--- src/rtl/rv_multicycle_ctrl.sv ---
// Multicycle control FSM for the 64-bit RISC-V datapath (FETCH/DECODE/EXEC/MEM/WB/HALT).
// Latency: FETCH to retire is BR 3, R/I/LUI/SD/JAL 4, LD 5 cycles.
// Backpressure: stall freezes state/class and zeroes all enables and retired in that cycle.
//
// Ports:
//   clk, rst        - clock (rising edge), synchronous active-high reset
//   stall           - freeze request from the datapath/memories
//   opcode, func3   - IR[6:0] and IR[14:12] from the datapath
//   alu_flags       - bit0 zero, bit1 MSB, bit2 overflow, bit3 unused
//   ir_we, pc_we    - IR / PC load enables
//   pc_src          - 0 = PC+4, 1 = PC+imm
//   alu_cmd         - ALU format select (R, I, S, SB, U, UJ)
//   alu_src, rf_src - ALU operand B select, register file write-data select
//   rf_we, d_mem_we - register file / data memory write enables
//   retired         - one-cycle pulse in the last cycle of each instruction
//   halted          - sticky illegal-instruction indicator (cleared by rst)
//   state           - current FSM state for debug
module rv_multicycle_ctrl (
  input  logic       clk,
  input  logic       rst,
  input  logic       stall,
  input  logic [6:0] opcode,
  input  logic [2:0] func3,
  input  logic [3:0] alu_flags,
  output logic       ir_we,
  output logic       pc_we,
  output logic       pc_src,
  output logic [3:0] alu_cmd,
  output logic       alu_src,
  output logic       rf_src,
  output logic       rf_we,
  output logic       d_mem_we,
  output logic       retired,
  output logic       halted,
  output logic [2:0] state
);

  typedef enum logic [2:0] {
    S_FETCH  = 3'd0,
    S_DECODE = 3'd1,
    S_EXEC   = 3'd2,
    S_MEM    = 3'd3,
    S_WB     = 3'd4,
    S_HALT   = 3'd7
  } state_e;

  typedef enum logic [2:0] {
    C_R   = 3'd0,
    C_I   = 3'd1,
    C_LD  = 3'd2,
    C_SD  = 3'd3,
    C_BR  = 3'd4,
    C_LUI = 3'd5,
    C_JAL = 3'd6
  } cls_e;

  state_e     state_q, state_d;
  cls_e       cls_q, cls_d;
  logic [2:0] f3_q, f3_d;

  cls_e       dec_cls;
  logic       dec_legal;
  logic       lt;
  logic       taken;

  // Bit 3 of the flags carries no meaning for branch evaluation.
  logic       unused_flag;
  assign unused_flag = alu_flags[3];

  function automatic logic [3:0] cmd_of(input cls_e c);
    case (c)
      C_R:          cmd_of = 4'b0000;
      C_I, C_LD:    cmd_of = 4'b0001;
      C_SD:         cmd_of = 4'b0010;
      C_BR:         cmd_of = 4'b0011;
      C_LUI:        cmd_of = 4'b0100;
      C_JAL:        cmd_of = 4'b0101;
      default:      cmd_of = 4'b0000;
    endcase
  endfunction

  // Opcode decode; branches with an unsupported condition are illegal too.
  always_comb begin
    dec_cls   = C_R;
    dec_legal = 1'b1;
    case (opcode)
      7'b0110011: dec_cls = C_R;
      7'b0010011: dec_cls = C_I;
      7'b0000011: dec_cls = C_LD;
      7'b0100011: dec_cls = C_SD;
      7'b1100011: begin
        dec_cls   = C_BR;
        dec_legal = (func3 == 3'b000) || (func3 == 3'b001) ||
                    (func3 == 3'b100) || (func3 == 3'b101);
      end
      7'b0110111: dec_cls = C_LUI;
      7'b1101111: dec_cls = C_JAL;
      default:    dec_legal = 1'b0;
    endcase
  end

  // Signed less-than from the subtraction flags: MSB xor overflow.
  assign lt = alu_flags[1] ^ alu_flags[2];

  always_comb begin
    case (f3_q)
      3'b000:  taken = alu_flags[0];
      3'b001:  taken = ~alu_flags[0];
      3'b100:  taken = lt;
      default: taken = ~lt;
    endcase
  end

  // Next state; stall holds everything, including HALT entry from DECODE.
  always_comb begin
    state_d = state_q;
    cls_d   = cls_q;
    f3_d    = f3_q;
    if (!stall) begin
      case (state_q)
        S_FETCH:  state_d = S_DECODE;
        S_DECODE: begin
          if (dec_legal) begin
            cls_d   = dec_cls;
            f3_d    = func3;
            state_d = S_EXEC;
          end else begin
            state_d = S_HALT;
          end
        end
        S_EXEC: begin
          case (cls_q)
            C_LD, C_SD: state_d = S_MEM;
            C_BR:       state_d = S_FETCH;
            default:    state_d = S_WB;
          endcase
        end
        S_MEM:    state_d = (cls_q == C_SD) ? S_FETCH : S_WB;
        S_WB:     state_d = S_FETCH;
        S_HALT:   state_d = S_HALT;
        default:  state_d = S_FETCH;
      endcase
    end
  end

  always_ff @(posedge clk) begin
    if (rst) begin
      state_q <= S_FETCH;
      cls_q   <= C_R;
      f3_q    <= 3'b000;
    end else begin
      state_q <= state_d;
      cls_q   <= cls_d;
      f3_q    <= f3_d;
    end
  end

  // Output decode from registered state/class. pc_src in branch EXEC is the
  // only flag-dependent output. stall and rst gate in the same cycle, so
  // these cannot be registered.
  always_comb begin
    ir_we    = 1'b0;
    pc_we    = 1'b0;
    pc_src   = 1'b0;
    alu_cmd  = 4'b0000;
    alu_src  = 1'b0;
    rf_src   = 1'b0;
    rf_we    = 1'b0;
    d_mem_we = 1'b0;
    retired  = 1'b0;
    halted   = 1'b0;
    case (state_q)
      S_FETCH: ir_we = 1'b1;
      S_EXEC: begin
        alu_cmd = cmd_of(cls_q);
        alu_src = (cls_q != C_R) && (cls_q != C_BR);
        if (cls_q == C_BR) begin
          pc_we   = 1'b1;
          pc_src  = taken;
          retired = 1'b1;
        end else if (cls_q == C_JAL) begin
          pc_we  = 1'b1;
          pc_src = 1'b1;
        end
      end
      S_MEM: begin
        alu_cmd = cmd_of(cls_q);
        if (cls_q == C_SD) begin
          d_mem_we = 1'b1;
          pc_we    = 1'b1;
          retired  = 1'b1;
        end
      end
      S_WB: begin
        alu_cmd = cmd_of(cls_q);
        rf_we   = 1'b1;
        rf_src  = (cls_q == C_LD);
        retired = 1'b1;
        // JAL already loaded the PC in EXEC.
        pc_we   = (cls_q != C_JAL);
      end
      S_HALT:  halted = 1'b1;
      default: ;
    endcase

    if (stall) begin
      ir_we    = 1'b0;
      pc_we    = 1'b0;
      rf_we    = 1'b0;
      d_mem_we = 1'b0;
      retired  = 1'b0;
    end

    // The reset cycle discards the partial instruction: nothing is driven.
    if (rst) begin
      ir_we    = 1'b0;
      pc_we    = 1'b0;
      pc_src   = 1'b0;
      alu_cmd  = 4'b0000;
      alu_src  = 1'b0;
      rf_src   = 1'b0;
      rf_we    = 1'b0;
      d_mem_we = 1'b0;
      retired  = 1'b0;
      halted   = 1'b0;
    end
  end

  assign state = state_q;

endmodule

--- config.mk ---
export PLATFORM = sky130hd
export DESIGN_NAME = rv_multicycle_ctrl
export DESIGN_NICKNAME = d
export VERILOG_FILES = /design/src/rtl/rv_multicycle_ctrl.sv
export SDC_FILE = /design/constraint.sdc
export NUM_CORES = 1
export LEC_CHECK = 0
export ABC_AREA = 1
export CAP_MARGIN = 20
export CORE_MARGIN = 1.5
export CORE_UTILIZATION = 34
export CTS_BUF_LIST = sky130_fd_sc_hd__clkbuf_8
export DETAILED_ROUTE_END_ITERATION = 12
export PLACE_DENSITY_LB_ADDON = 0.3
export SETUP_SLACK_MARGIN = 0.05
export SLEW_MARGIN = 20
export SYNTH_ARGS = -nofsm -noshare
export SYNTH_HDL_FRONTEND = slang
export SYNTH_SLANG_ARGS = --single-unit
--- constraint.sdc ---
create_clock -name clk -period 1.6 [get_ports clk]
set_input_delay 0.32 -clock clk [delete_from_list [all_inputs] [get_ports clk]]
set_output_delay 0.32 -clock clk [all_outputs]
set_load 0.01 [all_outputs]
## Word level (Yosys, flattened, before mapping)

Index checks and enable logic that the tools add are counted.
Widths: inputs -> output; s select.

| storage, ports and cells | value |
|---|---|
| input port bits | 17 |
| word-level logic and storage cells | 83 |
| bits in registers | 9 |
| output and inout port bits | 16 |

| operators by class | value |
|---|---|
| bitwise logic cells | 4 |
| equal/unequal tests | 25 |
| multiplexer cells | 38 |
| reduce and logical (&&, ||, !) cells | 13 |

Operators by type and width:

| kind | count |
|---|---|
| $pmux 3 s5 | 2 |
| $mux 1 | 26 |
| $eq 3x3->1 const B | 8 |
| $eq 7x6->1 const B | 3 |
| $pmux 3 s6 | 1 |
| $eq 7x7->1 const B | 2 |
| $eq 3x1->1 const B | 4 |
| $eq 3x2->1 const B | 4 |
| $logic_not 3->1 | 3 |
| $mux 3 | 3 |
| $pmux 1 s3 | 3 |
| $eq 7x2->1 const B | 1 |
| $eq 7x5->1 const B | 1 |
| $ne 3x3->1 const B | 2 |
| $pmux 3 s2 | 1 |
| $reduce_or 6->1 | 1 |
| $mux 4 | 1 |
| $reduce_or 2->1 | 2 |
| $logic_or 1x1->1 | 3 |
| $not 1->1 | 3 |
| $reduce_and 3->1 | 1 |
| $reduce_bool 3->1 | 1 |
| $reduce_or 3->1 | 1 |
| $pmux 1 s2 | 1 |
| 2 further kinds | 2 |

## Longest topological paths before layout

Gate-level depths: netlist of run 1.

| logic depth | value |
|---|---|
| depth after elaboration | 7 |
| gate-level depth with buffers | 12 |

## Worst setup path before layout of run 1

No wires, ideal clock.

| timing | value |
|---|---|
| path type | reg-to-output |
| start point | register state_q[2], in the netlist state[2] |
| end point | output alu_cmd[1] |
| stages on the path, launching flop included | 7 |
| arrival | 1.161 ns |
| path buffers | 0 |
| data required time | 1.280 ns |
| path slack | 0.119 ns |
| cells stage by stage | dfxtp_1 -> inv_2 -> nor2_1 -> a21oi_1 -> nor2_1 -> inv_1 -> a21oi_1 |

| on the way | value |
|---|---|
| longest elaborated chain between the ends | 4 |
| elaborated cells between the ends (all ways) | 6 |

Ends and longest elaborated chain:

| element | RTL line | text |
|---|---|---|
| start: declaration | 57 | `state_e state_q, state_d;` |
| start signal: assignment | 152 | `state_q <= state_d;` |
| $eq 3x3->1 / $eq 3x2->1 (equally long branches) | 172 | `case (state_q)` |
| $reduce_or 3->1 (no source line) * | -- |  |
| $mux 3 * | -- |  |
| $mux 4 * | 215 | `if (rst) begin` |
| end: declaration | 28 | `output logic [3:0] alu_cmd,` |

Every way passes the cells marked *; elsewhere a longest branch is shown, timed or not.

## Worst setup path in the final report of run 1

| timing | value |
|---|---|
| start point | register state_q[1], in the netlist state[1] |
| end point | output alu_cmd[2] |

The elaborated chain is that of the path after synthesis.

==> qor.txt, run 1 <==
Initial Util - 0.367
diode count - 0
Clock Latency Late Sink - 0.23 ns
RSZ-0062 raised after global routing - yes
CTS Buf Count - 3
Initial DRT Pass Iterations - 4
antenna violations before repair - 0
Final Util - 0.688
clk buf depth - 2
Crit Reg-Reg Startpoint - cls_q[1]$_SDFFE_PP0P_
Setup CP Type - reg -> out
Worst VDD drop - 0.359 mV
Hold Slack - 0.525 ns
# DRC - 0
CTS tree - yes
Root Buffer - clkbuf_8
LEAKAGE - 0.000841 uW
number of max-cap violations - 0
Cells after Synth - 151
Routability Congestion - 0.854
largest net degree at the start of global routing - 8
final setup margin - -0.126 ns
vias per cell - 4.81
final wirelength - 2750 um
Final nets - 237
mux cell area share after synthesis - 0
DIE WIDTH - 52.6 um
Tcrit/Tclk final - 1.08
Synth Area in Adders - 0
Iter 0 DRT Violations - 26
xor/xnor cell area share of the yosys netlist - 0.0105
global-route wire length before repair - 4100 um
setup TNS - -0.504 ns
Post-DP HPWL - 1950 um
crit path launch - state[1]$_SDFFE_PP0N_
post-route minimum period - 1.73 ns
PwrDens - 465 nW/um^2
dpl cells - 237
Synth Area in Compound Gates - 0.129
CP required - 1.28 ns
outcome - complete, but fails checks
Reg2Reg Depth - 10
r2r setup slk - 0.29 ns
DRT antenna net count - 0
Post-Syn Area per Cell - 5.54 um^2
Core ar. - 2280 um^2
min-delay worst type - reg -> reg
clk slew on worst S/H paths - 0.05 ns
cell count along the critical path - 8
vias in the first global route - 1056
failing checks - negative setup slack
Setup-failing EPs final - 7
Crit. End Element - primary output
DR vias - 1188
r2r endpoint - state[2]$_SDFFE_PP0N_
top cell type's share of synthesized area - 0.216
FP Rows - 17
CP max stage cell - dfxtp_2
Synth area leaders - dfxtp_1 (22%), nand2_1 (16%), nor2_1 (14%), a21oi_1 (7.2%), inv_1 (6.7%)
Yosys top cell by area - dfxtp_1
clk_skew - 0.00312 ns
clk sinks - 9
sequential fraction of the synthesis area - 0.216
worst path buffer plus inverter count - 3
# IOs - 33
end of the critical path - alu_cmd[2]
P&R area growth vs syn - 87.4%
Yosys reg bits - 9
die area - 2760 um^2
ys async rst share - 0
pins over their slew limit - 0
Die H - 52.6 um
Crit path arrival time - 1.41 ns
Routed WL per cell - 11.1 um
grt ovf - 0
Post-Place Cell Area - 1390 um^2
Non-Filler Instances - 247
IO Port Bufs - 30
Synth Area in Simple Gates - 0.525
Fin. Hold Viols - 0
CP Launch Type - flop
post-layout instance area - 1570 um^2
ratio of cells with drive above 1 in the final layout - 0.466
Mapped Area - 836 um^2
Highest Clock Rate - 0.579 GHz
total track usage - 0.196
H-tree depth - 1
CP peak stage delay - 0.33 ns
main flop type after synthesis - dfxtp_1
crit-path cells - nor2_1 > inv_1 > nor2_2 > a21oi_1 > nor2_1 > inv_1 > a21oi_2 > buf_2
Post-Syn Nets - 168
main combinational cell family by area after synthesis - simple AND/OR/NAND/NOR gates
dominant cell by count in the synthesized netlist - nand2_1
Crit Path Max Fanout - 5
Synth Warn # - 0
synth cell count leaders - nand2_1 (36), nor2_1 (32), inv_1 (15)
Cell variety after synth - 26
EDFF count, synth - 0
Top Family by Delay on Critical Path - simple AND/OR/NAND/NOR gates
==> flip-flops by register name, summed over array words and instances, names as in the netlist <==
register and flops:
cls_q 3, f3_q 3, state 3
==> routing by layer <==
layer  up-vias  track usage  part of all wire
met3         2       0.0171             0.029
met1       539        0.218              0.41
met5         -            0                 0
met4         0       0.0726            0.0073
li1        614            -                 -
met2        33        0.377              0.56
==> repair_timing <==
item	in CTS	in global routing
setup endpoints to repair	15	20
resized for setup	73	36
setup buffers	3	3
hold buffers	0	0
cloned	0	0
pin swaps	8	15
==> area by class of cell <==
class	instances	area [um^2]
sequential	9	193
tap	28	35.0
timing repair buffer	67	553
inverter	20	80.1
clock inverter	1	3.75
fill	179	709
clock buffer	3	41.3
multi-input combinational	119	661
==> metrics by stage <==
stage,worst slack (ns),power [uW]
2_1_floorplan,0.119,331
3_3_place_gp,-0.536,440
3_5_place_dp,-0.597,446
4_1_cts,-0.145,717
5_1_grt,-0.205,763
6_report,-0.126,728
==> placed cells by master (no fill, tap or decap), types with 5 or more instances in the layout <==
master           n
buf_4           33
buf_2           12
nand3_1          9
a21oi_1          7
a21oi_2          6
nand2_2         11
inv_2            5
nor2_2          10
dlymetal6s2s_1  10
inv_1           14
nand2_1         29
nor2_1          23
==> tightest hold or removal path, cell delays in order, from the launching register on <==
cell     delay [ns]
dfxtp_2        0.34
nor2_1         0.06
nor2_2         0.09
==> logic make-up after synthesis <==
family                 Yosys count
flip-flops                       9
XOR/XNOR                         1
other                            1
AO/OA/AOI/OAI                   20
AND/OR/NAND/NOR                 97
buffers and inverters           23
==> worst min-delay path by stage <==
stage / slack, ns / start / cells after the start / end
5_1_grt: 0.54 / cls_q[1]$_SDFFE_PP0P_ / 2 / cls_q[1]$_SDFFE_PP0P_
2_1_floorplan: 0.47 / func3[1] / 2 / f3_q[1]$_SDFFE_PP0P_
6_report: 0.52 / cls_q[1]$_SDFFE_PP0P_ / 2 / cls_q[1]$_SDFFE_PP0P_
3_3_place_gp: 0.50 / f3_q[2]$_SDFFE_PP0P_ / 2 / f3_q[2]$_SDFFE_PP0P_
4_1_cts: 0.52 / f3_q[0]$_SDFFE_PP0P_ / 2 / f3_q[0]$_SDFFE_PP0P_
3_5_place_dp: 0.51 / f3_q[0]$_SDFFE_PP0P_ / 2 / f3_q[0]$_SDFFE_PP0P_
==> power by group <==
group | internal [uW] | switching, uW | total, uW
clock | 167 | 91.8 | 259
sequential | 232 | 8.71 | 240
combinational | 119 | 110 | 229
total | 518 | 211 | 728
Note: power is estimated with default switching activity, not from simulation.
==> run 2: changes to the inputs <==
TNS_END_PERCENT = 30   (was unset)
==> qor.txt, run 2 (synthesis gave the netlist of run 1 again) <==
outcome - complete, but fails checks
failing checks - negative setup slack
Setup-failing EPs final - 8
Worst VDD drop - 0.358 mV
H-tree depth - 1
CP required - 1.28 ns
commonest cells after routing, fill and taps aside - buf_4 (33), nand2_1 (31), nor2_1 (25)
setup TNS - -0.677 ns
leading cell type in the layout, fill and taps excluded - buf_4
DIE WIDTH - 52.6 um
global-route wire length before repair - 3970 um
Iter 0 DRT Violations - 25
# IOs - 33
largest net degree at the start of global routing - 8
min-delay worst type - reg -> reg
Final Util - 0.655
FP Rows - 17
IO Port Bufs - 30
Final nets - 233
Setup CP Type - reg -> out
Crit path arrival time - 1.43 ns
diode count - 0
total track usage - 0.189
Highest Clock Rate - 0.573 GHz
DR vias - 1150
CTS Buf Count - 3
number of max-cap violations - 0
DRT antenna net count - 0
Fin. Hold Viols - 0
Post-DP HPWL - 1950 um
Routability Congestion - 0.854
antenna violations before repair - 0
Initial DRT Pass Iterations - 4
Clock Latency Late Sink - 0.23 ns
Core ar. - 2280 um^2
LEAKAGE - 0.000774 uW
# DRC - 0
clk buf depth - 2
final wirelength - 2600 um
post-route minimum period - 1.75 ns
grt ovf - 0
Hold Slack - 0.524 ns
CTS tree - yes
clk_skew - 0.00148 ns
post-layout instance area - 1490 um^2
P&R area growth vs syn - 78.4%
pins over their slew limit - 0
clk slew on worst S/H paths - 0.05 ns
PwrDens - 472 nW/um^2
Root Buffer - clkbuf_8
final setup margin - -0.146 ns
Crit. End Element - primary output
Hold-fix buffers, CTS - 0
Crit Path Max Fanout - 5
vias in the first global route - 1028
Initial Util - 0.367
Tcrit/Tclk final - 1.09
CP Launch Type - flop
clk sinks - 9
Routed WL per cell - 10.7 um
vias per cell - 4.73
ratio of cells with drive above 1 in the final layout - 0.433
Post-Place Cell Area - 1390 um^2
Die H - 52.6 um
RSZ-0062 raised after global routing - yes
die area - 2760 um^2
-- run 2: cell types whose count changed in the layout (fill, tap and decap cells not counted), moves of 2 or more --
cell,change
buf_2,-2
clkdlybuf4s50_1,+2
dlymetal6s2s_1,-3
nand2_1,+2
buf_6,-4
nor2_4,-2
dfxtp_4,-2
dfxtp_2,+2
nor2_1,+2
clkdlybuf4s15_2,+2
-- run 2: stage by stage --
stage | power, uW | setup slack, ns | cells
2_1_floorplan | 331 | 0.119 | 151
3_3_place_gp | 440 | -0.536 | 237
3_5_place_dp | 446 | -0.597 | 237
4_1_cts | 702 | -0.145 | 242
5_1_grt | 739 | -0.235 | 243
6_report | 704 | -0.146 | 243
-- run 2: report_power, final --
part | leakage [uW] | total, uW | internal (uW) | switching, uW
clock | 0.0000269 | 256 | 167 | 89.1
combinational | 0.000672 | 205 | 105 | 101
sequential | 0.0000757 | 242 | 233 | 9.07
total | 0.000774 | 704 | 505 | 199
-- run 2: critical path, stage by stage (launching register included) --
cell	delay, ns
dfxtp_2	0.33
nor2_1	0.10
inv_1	0.06
nor2_2	0.12
a21oi_1	0.05
nor2_1	0.16
inv_1	0.12
a21oi_2	0.12
buf_2	0.14
-- run 2: per-layer routing --
| metal | GRT usage | up-vias | wire [um] |
|---|---|---|---|
| li1 | - | 601 | - |
| met3 | 0.0171 | 2 | 52 |
| met1 | 0.211 | 524 | 1090 |
| met4 | 0.0641 | 0 | 20 |
| met5 | 0 | - | 0 |
| met2 | 0.367 | 23 | 1440 |
-- run 2: final timing paths --
kind,start,to,slack [ns],depth (start not counted)
setup / recovery,state[1]$_SDFFE_PP0N_,alu_cmd[2],-0.15,8
hold / removal,cls_q[1]$_SDFFE_PP0P_,cls_q[1]$_SDFFE_PP0P_,0.52,2
setup reg to reg,state[1]$_SDFFE_PP0N_,cls_q[1]$_SDFFE_PP0P_,0.26,9
hold reg to reg,cls_q[1]$_SDFFE_PP0P_,cls_q[1]$_SDFFE_PP0P_,0.52,2
-- run 2: final cells by class --
class / instances / area (um^2)
inverter: 20 / 80.1
multi-input combinational: 119 / 632
fill: 200 / 785
clock inverter: 1 / 3.75
timing repair buffer: 63 / 512
tap: 28 / 35.0
clock buffer: 3 / 41.3
sequential: 9 / 188
-- run 2: repair_timing --
item,CTS,global route
endpoints found under the setup margin,15,18
gates resized for setup,65,26
buffers inserted,1,1
pin swaps,6,7
cloned,0,0
